## config.mk

```make
export PLATFORM = sky130hd
export DESIGN_NAME = adc_frame_capture
export DESIGN_NICKNAME = d
export VERILOG_FILES = /design/src/rtl/adc_frame_capture.sv
export SDC_FILE = /design/constraint.sdc
export NUM_CORES = 1
export LEC_CHECK = 0
export CAP_MARGIN = 25
export CORE_MARGIN = 4
export CORE_UTILIZATION = 54
export CTS_CLUSTER_DIAMETER = 60
export CTS_CLUSTER_SIZE = 12
export DETAILED_ROUTE_END_ITERATION = 7
export PLACE_DENSITY = 0.87
export SLEW_MARGIN = 25
export SYNTH_ARGS = -nofsm -noshare
export SYNTH_HDL_FRONTEND = slang
export SYNTH_SLANG_ARGS = --single-unit
```

## constraint.sdc

```tcl
create_clock -name clk -period 3.3 [get_ports clk]
set_clock_uncertainty 0.1 [all_clocks]
set_input_delay 0.66 -clock clk [delete_from_list [all_inputs] [get_ports clk]]
set_output_delay 0.66 -clock clk [all_outputs]
set_load 0.02 [all_outputs]
```

## src/rtl/adc_frame_capture.sv

```systemverilog
// Captures one decimated, level-triggered frame of ADC samples into the LCD
// display RAM, then holds it until the display side acknowledges.
module adc_frame_capture #(
  parameter int DEPTH        = 128,
  parameter int BASE_ADDR    = 0,
  parameter int AUTO_TIMEOUT = 1024
) (
  input  logic       clk,
  input  logic       rst_n,
  input  logic       run,
  input  logic       sample_en,
  input  logic [7:0] adc_data,
  input  logic [7:0] trig_level,
  input  logic [3:0] decim,
  input  logic       frame_ack,
  output logic [7:0] ram_wr_data,
  output logic [9:0] ram_wr_addr,
  output logic       ram_wren,
  output logic       frame_done,
  output logic       auto_trig,
  output logic [1:0] state
);

  localparam int IW = (DEPTH > 1) ? $clog2(DEPTH) : 1;
  localparam int TW = (AUTO_TIMEOUT > 1) ? $clog2(AUTO_TIMEOUT) : 1;

  localparam logic [1:0] S_IDLE    = 2'd0;
  localparam logic [1:0] S_ARMED   = 2'd1;
  localparam logic [1:0] S_CAPTURE = 2'd2;
  localparam logic [1:0] S_HOLD    = 2'd3;

  localparam logic [9:0]    BASE     = 10'(BASE_ADDR);
  localparam logic [IW-1:0] LAST_IDX = IW'(DEPTH - 1);
  localparam logic [IW-1:0] IDX_ONE  = IW'(1);
  localparam logic [TW-1:0] TO_LAST  = TW'(AUTO_TIMEOUT - 1);
  localparam logic [TW-1:0] TO_ONE   = TW'(1);

  logic [1:0]    state_q, state_d;
  logic [3:0]    dec_q, dec_d;
  logic [TW-1:0] to_q, to_d;
  logic [IW-1:0] idx_q, idx_d;
  logic [7:0]    prev_q, prev_d;
  logic          prev_valid_q, prev_valid_d;
  logic [7:0]    wr_data_q, wr_data_d;
  logic [9:0]    wr_addr_q, wr_addr_d;
  logic          wren_q, wren_d;
  logic          done_q, done_d;
  logic          auto_q, auto_d;

  logic          accept;
  logic          crossing;
  logic          do_wr;
  logic [IW-1:0] widx;

  assign accept   = sample_en && (dec_q == decim);
  assign crossing = prev_valid_q && (prev_q < trig_level) && (adc_data >= trig_level);

  always_comb begin
    state_d      = state_q;
    dec_d        = dec_q;
    to_d         = to_q;
    idx_d        = idx_q;
    prev_d       = prev_q;
    prev_valid_d = prev_valid_q;
    wr_data_d    = wr_data_q;
    wr_addr_d    = wr_addr_q;
    wren_d       = 1'b0;
    done_d       = done_q;
    auto_d       = auto_q;
    do_wr        = 1'b0;
    widx         = idx_q;

    // 4-bit counter wraps naturally, so a shrinking decim can never push it past 15.
    if ((state_q == S_ARMED || state_q == S_CAPTURE) && sample_en) begin
      dec_d = accept ? 4'd0 : dec_q + 4'd1;
    end

    case (state_q)
      S_IDLE: begin
        if (run) begin
          state_d      = S_ARMED;
          prev_valid_d = 1'b0;
          to_d         = '0;
        end
      end
      S_ARMED: begin
        if (!run) begin
          state_d = S_IDLE;
        end else if (accept) begin
          if (crossing || to_q == TO_LAST) begin
            auto_d = !crossing;
            do_wr  = 1'b1;
            widx   = '0;
          end else begin
            to_d         = to_q + TO_ONE;
            prev_d       = adc_data;
            prev_valid_d = 1'b1;
          end
        end
      end
      S_CAPTURE: begin
        // Abort wins over a same-cycle strobe: a partial frame is left as is.
        if (!run) begin
          state_d = S_IDLE;
          idx_d   = '0;
        end else if (accept) begin
          do_wr = 1'b1;
          widx  = idx_q;
        end
      end
      default: begin
        if (frame_ack) begin
          done_d = 1'b0;
          if (run) begin
            state_d      = S_ARMED;
            prev_valid_d = 1'b0;
            to_d         = '0;
          end else begin
            state_d = S_IDLE;
          end
        end
      end
    endcase

    if (do_wr) begin
      wren_d    = 1'b1;
      wr_data_d = adc_data;
      wr_addr_d = BASE + 10'(widx);
      if (widx == LAST_IDX) begin
        state_d = S_HOLD;
        done_d  = 1'b1;
        idx_d   = '0;
      end else begin
        state_d = S_CAPTURE;
        idx_d   = widx + IDX_ONE;
      end
    end

    if (state_d != state_q) begin
      dec_d = 4'd0;
    end
  end

  always_ff @(posedge clk or negedge rst_n) begin
    if (!rst_n) begin
      state_q      <= S_IDLE;
      dec_q        <= '0;
      to_q         <= '0;
      idx_q        <= '0;
      prev_q       <= '0;
      prev_valid_q <= 1'b0;
      wr_data_q    <= '0;
      wr_addr_q    <= BASE;
      wren_q       <= 1'b0;
      done_q       <= 1'b0;
      auto_q       <= 1'b0;
    end else begin
      state_q      <= state_d;
      dec_q        <= dec_d;
      to_q         <= to_d;
      idx_q        <= idx_d;
      prev_q       <= prev_d;
      prev_valid_q <= prev_valid_d;
      wr_data_q    <= wr_data_d;
      wr_addr_q    <= wr_addr_d;
      wren_q       <= wren_d;
      done_q       <= done_d;
      auto_q       <= auto_d;
    end
  end

  assign ram_wr_data = wr_data_q;
  assign ram_wr_addr = wr_addr_q;
  assign ram_wren    = wren_q;
  assign frame_done  = done_q;
  assign auto_trig   = auto_q;
  assign state       = state_q;

endmodule

```

# Word-level counts from Yosys, hierarchy flattened
# Index checks and enable logic that the tools add are counted.
[totals]
reg_bits = 50
latch_bits = 0
ram_bits = 0
mem_bits_ro = 0
word_cells = 86
memories = 0
[op_classes]
addsub = 3
mul = 0
n_div = 0
n_lt_le_gt_ge = 2
n_eq_ne = 10
shifts = 0
n_mux = 41
bitwise_logic = 2
n_reduce_logical = 17
[ops]
columns = ["operator", "n"]
rows = [
  ["two-way mux 7 bit", 8],
  ["two-way mux 10 bit", 5],
  ["one-hot mux 10 bit (3 select lines)", 1],
  ["two-way mux 1 bit", 17],
  ["two-way mux 4 bit", 3],
  ["adder 10 x 1 -> 10 bit (second input constant)", 1],
  ["equality test 10 bit (second input constant)", 1],
  [">= comparator 8 bit", 1],
  ["less-than comparator 8 bit", 1],
  ["two-way mux 2 bit", 4],
  ["AND reduction 4 bit", 2],
  ["adder 7 x 1 -> 7 bit (second input constant)", 1],
  ["equality test 7 bit (second input constant)", 1],
  ["!= test 2 bit (second input constant)", 3],
  ["AND reduction 5 bit", 1],
  ["adder 4 x 1 -> 4 bit (second input constant)", 1],
  ["equality test 4 bit", 1],
  ["logical AND 1 bit", 4],
  ["one-hot mux 2 bit (2 select lines)", 1],
  ["nonzero test 2 bit", 2],
  ["one-hot mux 1 bit (3 select lines)", 1],
  ["nonzero test 3 bit", 1],
  ["OR reduction 3 bit", 1],
  ["equality test 2 x 1 -> 1 bit (second input constant)", 1],
  ["other kinds (10)", 12],
]

# Depth between registers and ports, before layout
# Gate-level depths: netlist of the first run.
[logic_depth]
ltp_word = 13
depth_mapped = 15
depth_no_buf = 15

# Least setup slack after synthesis of the first run
# Ideal clock, no wire load.
[synth_path]
path_type = "input to register"
startpoint = "input port trig_level[5]"
endpoint = "register idx_q[3]"
arrival_ns = 3.145
path_slack_ns = -0.027
path_stages = 15
path_cell_list = "inv_1 > ha_1 > a21oi_1 > o21ai_0 > a41oi_4 > o32ai_4 > nand2_2 > and2_1 > ha_1 > and3_1 > and3_1 > and2_1 > nor2_1 > nand3_1 > a31oi_1"
[synth_between]
elab_chain_len = 11
[synth_lines]
columns = ["element", "line", "source"]
rows = [
  ["from (decl)", "13", "input logic [7:0] trig_level,"],
  ["less-than comparator 8 bit", "56", "assign crossing = prev_valid_q && (prev_q < trig_level) && (adc_data >= trig_level);"],
  ["logical AND 1 bit", "56", ""],
  ["logical AND 1 bit *", "56", ""],
  ["logical OR 1 bit *", "90", "if (crossing || to_q == TO_LAST) begin"],
  ["two-way mux 7 bit *", "90", ""],
  ["two-way mux 7 bit *", "89", "end else if (accept) begin"],
  ["two-way mux 7 bit *", "87", "if (!run) begin"],
  ["two-way mux 7 bit *", "-", ""],
  ["net widx[0]", "53", "logic [IW-1:0] widx;"],
  ["adder 7 x 1 -> 7 bit / equality test 7 bit (equally long branches)", "135, 129", ""],
  ["two-way mux 7 bit *", "129", "if (widx == LAST_IDX) begin"],
  ["two-way mux 7 bit *", "125", "if (do_wr) begin"],
  ["to (signal assigned)", "161", "idx_q <= idx_d;"],
  ["to (decl)", "41", "logic [IW-1:0] idx_q, idx_d;"],
]
# The timed path passes the listed nets; every way through them passes the cells marked *.
# A chain may end at the register's enable or synchronous reset.

# Final worst setup path of the first run
[layout_path]
startpoint = "input port adc_data[5]"
endpoint = "register idx_q[0]"
[layout_between]
elab_chain_len = 10
[layout_lines]
columns = ["element", "line", "source"]
rows = [
  ["from (decl)", "12", "input logic [7:0] adc_data,"],
  [">= comparator 8 bit *", "56", ""],
  ["logical AND 1 bit *", "56", ""],
  ["logical OR 1 bit *", "90", ""],
  ["two-way mux 7 bit *", "90", ""],
  ["two-way mux 7 bit *", "89", ""],
  ["two-way mux 7 bit *", "87", ""],
  ["two-way mux 7 bit *", "-", ""],
  ["net widx[0]", "53", ""],
  ["adder 7 x 1 -> 7 bit / equality test 7 bit (equally long branches)", "135, 129", ""],
  ["two-way mux 7 bit *", "129", ""],
  ["two-way mux 7 bit *", "125", ""],
]
# Marks and branches as above.

==> results.json, run 1 <==
{
  "synth-seq-area-share": 0.423,
  "maxClockFrequency_ghz": 0.315,
  "cts-buffers-inserted": 5,
  "dp_hpwl_um": 5180,
  "layout_setup_ws_ns": 0.122,
  "wire_per_inst_um": 17.2,
  "avgSynthCellArea_sq_um": 9.53,
  "required_ns": 3.41,
  "fin_crit_ns": 3.18,
  "detail_route.vias_per_cell": 5.82,
  "boundary_pin_count": 48,
  "yosys_warnings": 0,
  "diodes": 0,
  "synth.top_cells.by_area": "sky130_fd_sc_hd__dfrtp_1, sky130_fd_sc_hd__ha_1, sky130_fd_sc_hd__nand2_1",
  "post-layout-total-power_mw": 1.92,
  "final_layout_size_suffix_gt1_frac": 0.254,
  "floorplan.initialDensity": 0.568,
  "commonest_cells_in_the_synthesized_netlist": "sky130_fd_sc_hd__nand2_1, sky130_fd_sc_hd__dfrtp_1, sky130_fd_sc_hd__ha_1",
  "worst_skew_pair.late_latency_ns": 0.31,
  "design.final.nets": 436,
  "fp-row-count": 26,
  "synth-seq-cells": 50,
  "holdBufCountCts": 0,
  "cts_tree": "done",
  "async_reset_ff_frac": 1.00,
  "route.final.wire_length_um": 7920,
  "dieArea_sq_mm": 0.00672,
  "stdcell_count": 460,
  "layout_area_overhead_pct": 36.4,
  "overflow": 0,
  "crit_fanout": 5,
  "syn_area_sq_mm": 0.00296,
  "worst_ep_arrival_time_ns": 3.29,
  "chipHeight_um": 82.0,
  "tritoncts_num_sinks": 50,
  "final-max-slew-violation-count": 0,
  "crit_type": "in -> reg",
  "endpoint_kind": "flip-flop",
  "drt_drc_violations_left": 0,
  "number_of_flops_mapped_to_enable_cells_by_yosys": 0,
  "crit_path_top_delay_cell": "sky130_fd_sc_hd__clkdlybuf4s50_1",
  "post_cts_clock_slew_at_the_launch_and_capture_registers_of_the_worst_setup_and_hold_paths_ns": 0.10,
  "post_synth_inst_count": 310,
  "min_period_over_period": 0.963,
  "synth_top_flop_cell": "sky130_fd_sc_hd__dfrtp_1",
  "detail_route.iter0.violations": 208,
  "critical_path.cell_chain": "clkdlybuf4s50_1 > ha_1 > a21oi_2 > o21ai_4 > a41oi_4 > o32ai_4 > nand2_2 > and2_4 > ha_4 > and3_4 > and3_4 > and2_4 > o21ai_0 > a22o_1",
  "placement.setup.worst_slack_ns": -0.534,
  "first_pass_iters": 4,
  "timing.critical_path.slowest_cell_delay_ns": 0.44,
  "synth_area_leader_cell": "sky130_fd_sc_hd__dfrtp_1",
  "start_kind": "input port",
  "timing.slew.headroom": 0.570,
  "track_usage": 0.250,
  "post_synth_num_cell_types": 54,
  "setup-violations-final": 0,
  "initial_antenna_violation_count": 0,
  "ctsLongestPathBuffers": 2,
  "first_global_vias": 2778,
  "grt_first_pass_wirelength_um": 12800,
  "h-tree-depth": 2,
  "max-cap-violations": 0,
  "n_fill_cell": 320,
  "clock-root-buffer": "sky130_fd_sc_hd__clkbuf_8",
  "floorplan.die.width_um": 82.0,
  "final-hold-violation-count": 0,
  "vias": 2677,
  "placed_cells": 448,
  "power_leakage_nw": 1.90,
  "yosysTopAreaCellShare": 0.423,
  "timing.setup.tns_ns": 0,
  "path_type_of_the_worst_min_delay_path": "in -> async",
  "number_of_routed_nets_with_antenna_violations": 0,
  "power_density_mw_per_mm2": 477,
  "grt_start_max_net_pins": 51,
  "buffer_ports.inserted": 44,
  "power.ir.vdd_worst_v": 0.000258,
  "yosysMostFrequentCell": "sky130_fd_sc_hd__nand2_1",
  "floorplan.core_area_sq_mm": 0.00520,
  "status": "completed",
  "worst_pin_slew_ns": 0.645,
  "gp_congestion": 0.826
}
==> power breakdown <==
group	switching (mW)	internal, mW
Clock	0.215	0.304
Combinational	0.324	0.313
Sequential	0.0806	0.685
==> layer usage <==
metal | part of all wire | track usage | vias up
met5 | 0 | 0 | -
met4 | 0.026 | 0.121 | 0
met3 | 0.066 | 0.0526 | 23
met2 | 0.53 | 0.444 | 115
met1 | 0.38 | 0.282 | 1294
li1 | - | - | 1245
==> registers in the layout, summed over array words and instances, names as in the netlist, 2 cells and up <==
signal,flops
ram_wr_addr,7
prev_q,8
dec_q,4
ram_wr_data,8
state,2
idx_q,7
to_q,10
==> worst paths after layout <==
check                      cells past startpoint              to            from  slack, ns
hold / removal                                 2  ram_wr_data[2]           rst_n       0.35
setup reg to reg                              14        idx_q[3]       prev_q[1]       0.38
max in group asynchronous                      2  ram_wr_addr[6]           rst_n       2.31
min in group clk                               2  ram_wr_data[4]  ram_wr_data[4]       0.38
hold reg to reg                                2  ram_wr_data[4]  ram_wr_data[4]       0.38
setup / recovery                              14        idx_q[0]     adc_data[5]       0.12
==> layout make-up <==
cell class	instances	area, sq um	share of cell area
sequential	50	1250	0.310
clock inverter	3	68.8	0.0171
timing repair buffer	84	766	0.190
tap	70	87.6	0.0217
inverter	15	56.3	0.0140
multi-input combinational	233	1730	0.430
clock buffer	5	68.8	0.0171
==> what timing repair did <==
item,CTS,global route
endpoints found under the setup margin,8,8
gates resized for setup,15,25
pin swaps,11,16
setup buffers,3,1
==> stage by stage <==
| stage | instance area [sq um] | hold slack [ns] | util |
|---|---|---|---|
| global route | 4030 | 0.408 | 0.775 |
| finish | 4030 | 0.349 | 0.775 |
| CTS | 3930 | 0.376 | 0.754 |
| global placement | 3700 | 0.349 | 0.711 |
| detailed placement | 3700 | 0.363 | 0.711 |
| floorplan | 2990 | 0.264 | - |
==> layout by cell type (no fill, tap or decap), types with 3 or more instances in the layout <==
master and n:
sky130_fd_sc_hd__nand2_1 56, sky130_fd_sc_hd__dfrtp_1 50, sky130_fd_sc_hd__buf_4 39, sky130_fd_sc_hd__clkdlybuf4s50_1 33, sky130_fd_sc_hd__o21ai_0 15, sky130_fd_sc_hd__ha_1 14, sky130_fd_sc_hd__nor2_1 13, sky130_fd_sc_hd__nand3_1 11
sky130_fd_sc_hd__mux2_2 10, sky130_fd_sc_hd__inv_1 9, sky130_fd_sc_hd__a21oi_1 8, sky130_fd_sc_hd__a31oi_1 8, sky130_fd_sc_hd__dlymetal6s2s_1 8, sky130_fd_sc_hd__and3_1 7, sky130_fd_sc_hd__o31ai_1 7, sky130_fd_sc_hd__inv_2 6
sky130_fd_sc_hd__ha_4 6, sky130_fd_sc_hd__xor2_1 5, sky130_fd_sc_hd__nor2b_1 5, sky130_fd_sc_hd__clkbuf_8 5, sky130_fd_sc_hd__and2_1 4, sky130_fd_sc_hd__o21ai_1 4, sky130_fd_sc_hd__nand2b_1 4, sky130_fd_sc_hd__a21oi_2 3
sky130_fd_sc_hd__and2_4 3, sky130_fd_sc_hd__nor2_2 3, sky130_fd_sc_hd__nor3_1 3, sky130_fd_sc_hd__conb_1 3
==> cells by family after synthesis <==
family / synth area share
AO/OA/AOI/OAI: 0.179
XOR/XNOR: 0.0148
adder cells (fa/ha/maj): 0.0931
buffers and inverters: 0.0504
flip-flops: 0.423
multiplexers: 0.0381
other: 0.00127
AND/OR/NAND/NOR: 0.200
==> critical path: cells and delay by family <==
kind            cells  cell delay (ns)
compound gates      6             0.88
simple gates        5             0.82
fa+ha+maj           2             0.48
buf+inv             1             0.44
Power figures use the tool's default switching activity.
==> run 2: changes to the inputs <==
Settings changed: CORE_UTILIZATION 54 to 50, CTS_CLUSTER_SIZE 12 to 28, PLACE_DENSITY 0.87 to 0.81.
==> run 2 against run 1 <==
Effect of this change:
- flip-flop and latch count did not move
- maximum frequency fell by 1.4%
- count of clock-buffer cells in the layout rose by 1
- register-to-register slack got worse by 0.11 ns
- power fell by 0.70%
- core utilization fell by 4.3 points
- non-clock buffer count rose by 1
- sequential power barely moved
- cell area rose by 1.7%
- largest power group unchanged
==> results.json, run 2 (synthesized netlist as in run 1, its figures left out) <==
{
  "status": "completed",
  "max-cap-violations": 0,
  "worst_skew_pair.late_latency_ns": 0.31,
  "track_usage": 0.207,
  "min_period_over_period": 0.976,
  "timing.critical_path.slowest_cell_delay_ns": 0.41,
  "grt_start_max_net_pins": 29,
  "initial_antenna_violation_count": 0,
  "floorplan.core_area_sq_mm": 0.00561,
  "layout_area_overhead_pct": 38.8,
  "maxClockFrequency_ghz": 0.310,
  "final_layout_size_suffix_gt1_frac": 0.266,
  "worstSetupStartpoint": "decim[1]",
  "worst_ep_arrival_time_ns": 3.35,
  "chipHeight_um": 84.9,
  "grt_first_pass_wirelength_um": 12200,
  "design.final.nets": 437,
  "required_ns": 3.43,
  "layout_setup_ws_ns": 0.0776,
  "wire_per_inst_um": 18.2,
  "cts-buffers-inserted": 5,
  "fp-row-count": 27,
  "design_area_final_sq_mm": 0.00410,
  "crit_path_top_delay_cell": "sky130_fd_sc_hd__clkdlybuf4s50_1",
  "largest_register_ffs": 10,
  "drt_drc_violations_left": 0,
  "power_density_mw_per_mm2": 465,
  "critical_path_buf_inv_count": 1,
  "overflow": 0,
  "number_of_routed_nets_with_antenna_violations": 0,
  "stdcell_count": 463,
  "crit_type": "in -> reg",
  "most-common-layout-cells": "sky130_fd_sc_hd__nand2_1, sky130_fd_sc_hd__dfrtp_1, sky130_fd_sc_hd__buf_4",
  "layout.cells.most_common": "sky130_fd_sc_hd__nand2_1",
  "placed_cell_area_sq_mm": 0.00371,
  "postLayoutCoreUtil": 0.731,
  "diodes": 0,
  "start_kind": "input port",
  "power_leakage_nw": 1.94,
  "h-tree-depth": 2,
  "route.final.wire_length_um": 8450,
  "final-hold-violation-count": 0,
  "detail_route.iter0.violations": 152,
  "holdBufCountCts": 0,
  "placement.setup.worst_slack_ns": -0.535,
  "reg2reg_from": "prev_q[1]",
  "setup-violations-final": 0,
  "floorplan.initialDensity": 0.527,
  "worst_pin_slew_ns": 0.559,
  "buffer_ports.inserted": 44,
  "crit_fanout": 5,
  "timing.slew.headroom": 0.627,
  "final.hold.worst_slack_ns": 0.225,
  "first_global_vias": 2658,
  "fin_crit_ns": 3.22,
  "tritoncts_num_sinks": 50,
  "post-layout-total-power_mw": 1.91,
  "gp_congestion": 0.832,
  "registers.top_by_ff_count": "to_q",
  "path_type_of_the_worst_min_delay_path": "in -> async",
  "clock-root-buffer": "sky130_fd_sc_hd__clkbuf_8",
  "timing.setup.tns_ns": 0,
  "boundary_pin_count": 48,
  "dp_hpwl_um": 5480,
  "vias": 2722,
  "cts_tree": "done",
  "ctsLongestPathBuffers": 2,
  "placed_cells": 451,
  "dieArea_sq_mm": 0.00720,
  "floorplan.die.width_um": 84.9,
  "post_cts_clock_slew_at_the_launch_and_capture_registers_of_the_worst_setup_and_hold_paths_ns": 0.11,
  "crit_family": "simple AND/OR/NAND/NOR gates",
  "detail_route.vias_per_cell": 5.88,
  "critical_path.cell_chain": "clkdlybuf4s50_1 > xor2_1 > nor4_4 > nand2_1 > nor2_1 > nand2_2 > and2_4 > ha_4 > and3_4 > and3_4 > and2_4 > nor2_1 > nand3_1 > a31oi_1",
  "endpoint_kind": "flip-flop",
  "power.ir.vdd_worst_v": 0.000249,
  "first_pass_iters": 5,
  "final-max-slew-violation-count": 0
}
-- run 2: routing by layer --
metal / vias to the layer above / GRT usage / wire [um]
met5: - / 0 / 0
met4: 0 / 0.0460 / 178
met3: 23 / 0.0340 / 437
met2: 109 / 0.394 / 4440
met1: 1348 / 0.242 / 3390
li1: 1242 / - / -
-- run 2: cell type report --
cell class              count  area (sq um)
repair buffers             85           788
multi-input cells         233          1810
clock buffers               6          72.6
flip-flops and latches     50          1250
clock inverters             2          37.5
well taps                  72          90.1
inverters                  15          56.3
fillers                   364          1510
-- run 2: path summary, 6_finish.rpt --
path / to / slack, ns / cells after the start
setup reg to reg: idx_q[3] / 0.27 / 14
setup / recovery: idx_q[3] / 0.08 / 14
max in group asynchronous: idx_q[4] / 2.08 / 2
hold / removal: prev_q[5] / 0.23 / 1
min in group clk: ram_wr_data[7] / 0.38 / 2
hold reg to reg: ram_wr_data[7] / 0.38 / 2
-- run 2: timing repair --
item,CTS,global route
resized for setup,16,38
setup endpoints to repair,8,8
buffers inserted,2,2
pin swaps,12,22
-- run 2: power breakdown --
group / total [mW] / switching, mW / leakage (nW) / internal [mW]
clock: 0.441 / 0.214 / 0.0514 / 0.227
combinational: 0.701 / 0.348 / 1.20 / 0.353
sequential: 0.766 / 0.0815 / 0.690 / 0.685
-- run 2: worst register-to-register path, cell delays in order, from the launching register on --
cell,delay (ns)
sky130_fd_sc_hd__dfrtp_1,0.42
sky130_fd_sc_hd__ha_4,0.18
sky130_fd_sc_hd__or3b_4,0.38
sky130_fd_sc_hd__o2111ai_4,0.09
sky130_fd_sc_hd__a21oi_4,0.09
sky130_fd_sc_hd__o32ai_4,0.28
sky130_fd_sc_hd__nand2_2,0.13
sky130_fd_sc_hd__and2_4,0.20
sky130_fd_sc_hd__ha_4,0.16
sky130_fd_sc_hd__and3_4,0.19
sky130_fd_sc_hd__and3_4,0.18
sky130_fd_sc_hd__and2_4,0.18
sky130_fd_sc_hd__nor2_1,0.12
sky130_fd_sc_hd__nand3_1,0.09
sky130_fd_sc_hd__a31oi_1,0.17
